## src/rtl/alu_regfile_pipe.sv

```systemverilog
// Register file feeding a two-stage pipelined ALU with EX->issue forwarding,
// pipeline hold, zero flag and a combinational debug read port.
module alu_regfile_pipe #(
  parameter int XLEN    = 32,
  parameter int NREGS   = 32,
  parameter bit X0_ZERO = 1'b1,
  localparam int AW     = $clog2(NREGS)
) (
  input  logic            clk,
  input  logic            rst,
  input  logic            op_valid,
  input  logic            hold,
  input  logic [AW-1:0]   rr1,
  input  logic [AW-1:0]   rr2,
  input  logic [AW-1:0]   wr,
  input  logic            rw,
  input  logic [3:0]      ctl,
  input  logic            use_imm,
  input  logic [XLEN-1:0] imm,
  output logic            res_valid,
  output logic [XLEN-1:0] result,
  output logic            zero,
  output logic [AW-1:0]   res_wr,
  input  logic [AW-1:0]   dbg_addr,
  output logic [XLEN-1:0] dbg_data
);

  localparam int SW = $clog2(XLEN);

  typedef enum logic [3:0] {
    OP_AND  = 4'b0000,
    OP_OR   = 4'b0001,
    OP_ADD  = 4'b0010,
    OP_XOR  = 4'b0011,
    OP_SLL  = 4'b0100,
    OP_SRL  = 4'b0101,
    OP_SUB  = 4'b0110,
    OP_SLT  = 4'b0111,
    OP_SLTU = 4'b1000,
    OP_NOR  = 4'b1100,
    OP_SRA  = 4'b1101
  } alu_op_e;

  logic [XLEN-1:0] regs [NREGS];

  logic            ex_valid;
  logic            ex_rw;
  logic [AW-1:0]   ex_wr;
  logic [3:0]      ex_ctl;
  logic [XLEN-1:0] ex_op1;
  logic [XLEN-1:0] ex_op2;

  logic [XLEN-1:0] alu_out;
  logic [SW-1:0]   shamt;
  logic            ex_writes;

  logic            fwd1, fwd2;
  logic [XLEN-1:0] rf1, rf2;
  logic [XLEN-1:0] op1, op2;

  // Register 0 is hard-wired to zero when X0_ZERO, both for reads and forwarding.
  assign rf1 = (X0_ZERO && rr1 == '0) ? '0 : regs[rr1];
  assign rf2 = (X0_ZERO && rr2 == '0) ? '0 : regs[rr2];
  assign dbg_data = (X0_ZERO && dbg_addr == '0) ? '0 : regs[dbg_addr];

  assign ex_writes = ex_valid && ex_rw && !(X0_ZERO && ex_wr == '0);
  assign fwd1 = ex_writes && (ex_wr == rr1);
  assign fwd2 = ex_writes && (ex_wr == rr2);

  assign op1 = fwd1 ? alu_out : rf1;
  assign op2 = use_imm ? imm : (fwd2 ? alu_out : rf2);

  assign shamt = ex_op2[SW-1:0];

  always_comb begin
    alu_out = '0;
    case (ex_ctl)
      OP_AND:  alu_out = ex_op1 & ex_op2;
      OP_OR:   alu_out = ex_op1 | ex_op2;
      OP_ADD:  alu_out = ex_op1 + ex_op2;
      OP_XOR:  alu_out = ex_op1 ^ ex_op2;
      OP_SLL:  alu_out = ex_op1 << shamt;
      OP_SRL:  alu_out = ex_op1 >> shamt;
      OP_SUB:  alu_out = ex_op1 - ex_op2;
      OP_SLT:  alu_out = {{(XLEN-1){1'b0}}, ($signed(ex_op1) < $signed(ex_op2))};
      OP_SLTU: alu_out = {{(XLEN-1){1'b0}}, (ex_op1 < ex_op2)};
      OP_NOR:  alu_out = ~(ex_op1 | ex_op2);
      OP_SRA:  alu_out = $unsigned($signed(ex_op1) >>> shamt);
      default: alu_out = '0;
    endcase
  end

  // WB result fields only load on real ops, so bubbles leave the last result visible.
  always_ff @(posedge clk) begin
    if (rst) begin
      for (int i = 0; i < NREGS; i++) regs[i] <= '0;
      ex_valid  <= 1'b0;
      ex_rw     <= 1'b0;
      ex_wr     <= '0;
      ex_ctl    <= '0;
      ex_op1    <= '0;
      ex_op2    <= '0;
      res_valid <= 1'b0;
      result    <= '0;
      zero      <= 1'b0;
      res_wr    <= '0;
    end else if (!hold) begin
      ex_valid <= op_valid;
      ex_rw    <= rw;
      ex_wr    <= wr;
      ex_ctl   <= ctl;
      ex_op1   <= op1;
      ex_op2   <= op2;
      if (ex_writes) regs[ex_wr] <= alu_out;
      res_valid <= ex_valid;
      if (ex_valid) begin
        result <= alu_out;
        zero   <= (alu_out == '0);
        res_wr <= ex_wr;
      end
    end
  end

endmodule

```

## config.mk

```make
export PLATFORM = sky130hd
export DESIGN_NAME = alu_regfile_pipe
export DESIGN_NICKNAME = d
export VERILOG_FILES = /design/src/rtl/alu_regfile_pipe.sv
export SDC_FILE = /design/constraint.sdc
export NUM_CORES = 2
export LEC_CHECK = 0
export CORE_MARGIN = 8
export CORE_UTILIZATION = 40
export DETAILED_ROUTE_END_ITERATION = 10
export PLACE_DENSITY_LB_ADDON = 0.25
export SLEW_MARGIN = 10
export SYNTH_ARGS = -nofsm -noshare
export SYNTH_HDL_FRONTEND = slang
export SYNTH_SLANG_ARGS = --single-unit
```

## constraint.sdc

```tcl
create_clock -name clk -period 7.55 [get_ports clk]
set_input_delay 1.51 -clock clk [delete_from_list [all_inputs] [get_ports clk]]
set_output_delay 1.51 -clock clk [all_outputs]
set_load 0.005 [all_outputs]
```

==> out/summary.md <==
The run finished with clean final reports. The logs give 6.04 ns for the required time at the worst-slack endpoint and 3 for the buffer levels on the longest clock path. The tools report the tightest slew margin relative to the limit as 3.12%. The clock buffer count from CTS was 134.

The clock insertion delay at the later pin of the skew report is 0.82 ns. The critical path is of the in -> out type. The number of endpoints with negative hold slack in the final report came out at 0. The most used flip-flop cell after synthesis is sky130_fd_sc_hd__edfxtp_1. The logs give 188000 sq um for the core box area and 0 for the total number of yosys warnings. Setup repair after global routing left no endpoint under its margin. Setup violations remaining at the end of the flow were counted as 0. The tools report the maximum number of pins on one net before global-route repair as 99.

The number of slew-limit violations in the final report was 0. The worst flop-to-flop path startpoint was ex_op1[13]$_SDFFE_PP0N_. Per report_power, the clock group accounts for 36.9% of the total. Summed over all nets, the switching power comes to 5.76 mW. For the number of search-and-repair iterations in the first detailed-routing pass, the log shows 8. The run gives 6427 as the cell count after synthesis. The run gives 0 as the number of setup buffers added after CTS. The tools report the starting DRC count in detailed routing as 10800. Using the TritonRoute via totals, the vias-per-cell ratio works out to 7.12. The slew at the pin closest to its max-slew limit was 1.44 ns; the logic depth of the worst register-to-register path was 12.

At the end of routability-driven placement, the weighted congestion stood at 0.991. STA classifies the critical path startpoint as an input port. Start point of the critical path: dbg_addr[0]. The area enclosed by the die boundary is 204000 sq um, and the number of storage elements in the synthesis netlist is 1138. For the total number of placement rows, the log shows 159. Of all nets on the critical path, the largest fanout is 66.

The number of I/O port buffers was 132; the final sum of negative setup slack was 0 ns. The run gives 0 as the number of buffers inserted by hold repair at cts. The worst hold path depth was 2; the ratio of cells with drive above 1 in the final layout was 22.8%. For this run, the register share of the synthesized area comes to 43.6%.

The synthesized netlist devotes 10.8% of its cell area to compound gates. Dividing the synthesized area by the synthesized cell count gives 11.8 sq um. For this design the ratio of total power to cell area is 212 nW/um^2. The peak supply drop is 0.177 mV.

In the synthesized netlist, the cells that appear most often are sky130_fd_sc_hd__nor2_1 (1357), sky130_fd_sc_hd__edfxtp_1 (1024), sky130_fd_sc_hd__mux4_2 (736). Summing over every cut layer, the via total after detailed routing is 63300. TritonCTS built the clock tree.

The share of synthesized flip-flops with an asynchronous set or reset is 0%, and the number of remaining DRC errors is 0. Cell internal power was estimated by the tool at 12.2 mW. The first global-routing pass estimated 471000 microns of wire. Power comes to 17.9 mW.

Achievable clock frequency: 159 MHz. The fraction of the mapped netlist area in adder cells is 1.65%, and the initial cell density of the core is 40.3%. The detailed-route wire length per cell was 38.3 microns. The path class of the tightest hold or removal check is reg -> reg. Layout overhead on the synthesized area: 11.6%.

The chip width works out to 451 microns. The aggregate global routing overflow was 0. Yosys instantiated no cell more often than sky130_fd_sc_hd__nor2_1. The leakage power is 28.7 nW, and the number of antenna violations at the first check in global routing is 19. The number of distinct library cells after synthesis was 97.

Count of H-tree levels built during CTS: 4. The post-CTS clock slew at the launch and capture registers of the worst setup and hold paths is 0.06 ns, and the post-CTS resize count is 0. The tool flagged a number of max-cap violations equal to 0.

The synthesized design spends more area on one cell type than any other, namely sky130_fd_sc_hd__edfxtp_1. The post-synthesis share of cell area spent on xor and xnor gates works out to 0.335%. For the number of nets still failing antenna checks after routing, the log shows 0. The final critical path takes up 83.4% of the cycle. Detailed placement finished with a half-perimeter wire length of 215000 microns.

In this run the cell area of the synthesized design comes to 75800 sq um. The worst hold path begins at res_wr[1]$_SDFFE_PP0P_. After detailed placement, the total cell area comes to 80100 sq um. The largest clock skew in the final design was 0.0487 ns.

The root buffer cell was sky130_fd_sc_hd__clkbuf_16. For the post-route worst hold slack, the log shows 0.465 ns. For this run, the post-layout net count is 6429.

The smallest clock period supported by the final layout is computed as 6.30 ns. At the worst endpoint, the arrival time is 4.79 ns. The number of synthesized flops with an enable pin is 1024.

The finished layout cell area was 84600 sq um. After synthesis, the largest family of logic cells by area is multiplexers. The portion of netlist area occupied by mux cells was 29.2%. The tools report the nature of the critical path endpoint as an output port.

The total global routing track utilization is 32.1%, and the clock sink count is 1138. In this run, flip-flops and latches consume 41.2% of the power. Of the total power, the share spent switching nets is 32.1%.

Combinational cells account for 21.9% of the total power. After Yosys synthesis, and, or, nand and nor cells account for 10.1% of the synthesized area. The tools report the via count of the first global-routing pass as 59600. The final layout contains routed wiring with a total length of 340000 microns.

The die is 451 microns tall. For the top-level port count, the log shows 133. The portion of synthesized cell area occupied by the leading cell type was 40.6%. Ranked by total cell area, the synthesized netlist is headed by sky130_fd_sc_hd__edfxtp_1 (41%), sky130_fd_sc_hd__mux4_2 (22%), sky130_fd_sc_hd__nor2_1 (6.7%).
==> per-layer routing <==
metal  GRT usage (%)  part of all wire (%)  up-vias
li1                -                     -    24500
met1            41.1                    36    32000
met2            46.8                    42     5532
met3            11.6                    15     1243
met4            18.7                   7.1        8
met5               0                 0.015        -
==> power groups by stage <==
| stage | Sequential, mW | Combinational (mW) | Clock, mW |
|---|---|---|---|
| after floorplan | 7.35 | 2.36 | 0 |
| after global placement | 7.49 | 3.77 | 0 |
| after detailed placement | 7.50 | 3.79 | 0 |
| after CTS | 7.37 | 3.80 | 6.64 |
| after global routing | 7.40 | 4.04 | 6.87 |
| final | 7.38 | 3.93 | 6.62 |
==> final timing paths <==
check / endpoint / slack, ns
min: res_wr[1]$_SDFFE_PP0P_ / 0.47
max reg2reg: ex_op1[27]$_SDFFE_PP0N_ / 1.77
min reg2reg: res_wr[1]$_SDFFE_PP0P_ / 0.47
max: dbg_data[29] / 1.25
==> worst max-delay path, cell delays in order <==
cell and delay, ns:
sky130_fd_sc_hd__buf_8 0.53, sky130_fd_sc_hd__buf_12 0.36, sky130_fd_sc_hd__buf_12 0.23, sky130_fd_sc_hd__mux4_2 0.52, sky130_fd_sc_hd__mux4_2 0.48, sky130_fd_sc_hd__mux2i_1 0.40
sky130_fd_sc_hd__nor2_1 0.08, sky130_fd_sc_hd__clkdlybuf4s50_1 0.46
==> through the flow <==
stage	instances	util, %	setup slack [ns]
6_report	8888	45.0	1.25
5_1_grt	8874	45.0	1.13
4_1_cts	8873	45.0	1.23
3_5_place_dp	8626	42.6	1.23
3_3_place_gp	8626	42.6	1.23
2_1_floorplan	6458	-	2.15
==> cell families (layout without fill, tap and decap cells) <==
logic type                 after synthesis  count (layout)
AOI/OAI and AO/OA                     1223            1223
xor gates and xnor gates                29              29
adders and majority gates               99              99
buffers and inverters                  807             728
DFF                                   1138            1138
muxes                                 1277            1277
other                                    1              46
and+or+nand+nor                       1853            1853
==> cell usage in the layout, fill, tap and decap left out, types with 97 or more instances in the layout <==
cell	instances
sky130_fd_sc_hd__a22oi_1	116
sky130_fd_sc_hd__a221oi_1	119
sky130_fd_sc_hd__clkbuf_16	135
sky130_fd_sc_hd__ha_1	97
sky130_fd_sc_hd__clkdlybuf4s50_1	115
sky130_fd_sc_hd__a21oi_1	236
sky130_fd_sc_hd__mux2i_1	417
sky130_fd_sc_hd__buf_4	222
sky130_fd_sc_hd__o21ai_0	293
sky130_fd_sc_hd__nand2_1	192
sky130_fd_sc_hd__mux2_2	124
sky130_fd_sc_hd__mux4_2	736
sky130_fd_sc_hd__nor2_1	1350
sky130_fd_sc_hd__edfxtp_1	1024
sky130_fd_sc_hd__dfxtp_1	107
sky130_fd_sc_hd__inv_1	101
==> cell type report <==
cell class              count  area (sq um)
well taps                2495          3120
multi-input cells        4513         40100
repair buffers            373          3460
diodes                     14          35.0
fillers                 17000        103000
inverters                 108           405
flip-flops and latches   1138         33000
clock buffers             168          3540
clock inverters            79           850
==> flip-flops by register name, summed over array words and instances (netlist names) <==
signal and count:
ex_op2 32, zero 1, result 32, res_valid 1, ex_ctl 4, res_wr 5, ex_valid 1, ex_wr 5
ex_op1 32, regs 1024, ex_rw 1
No activity file was read; power rests on OpenSTA's default activity.
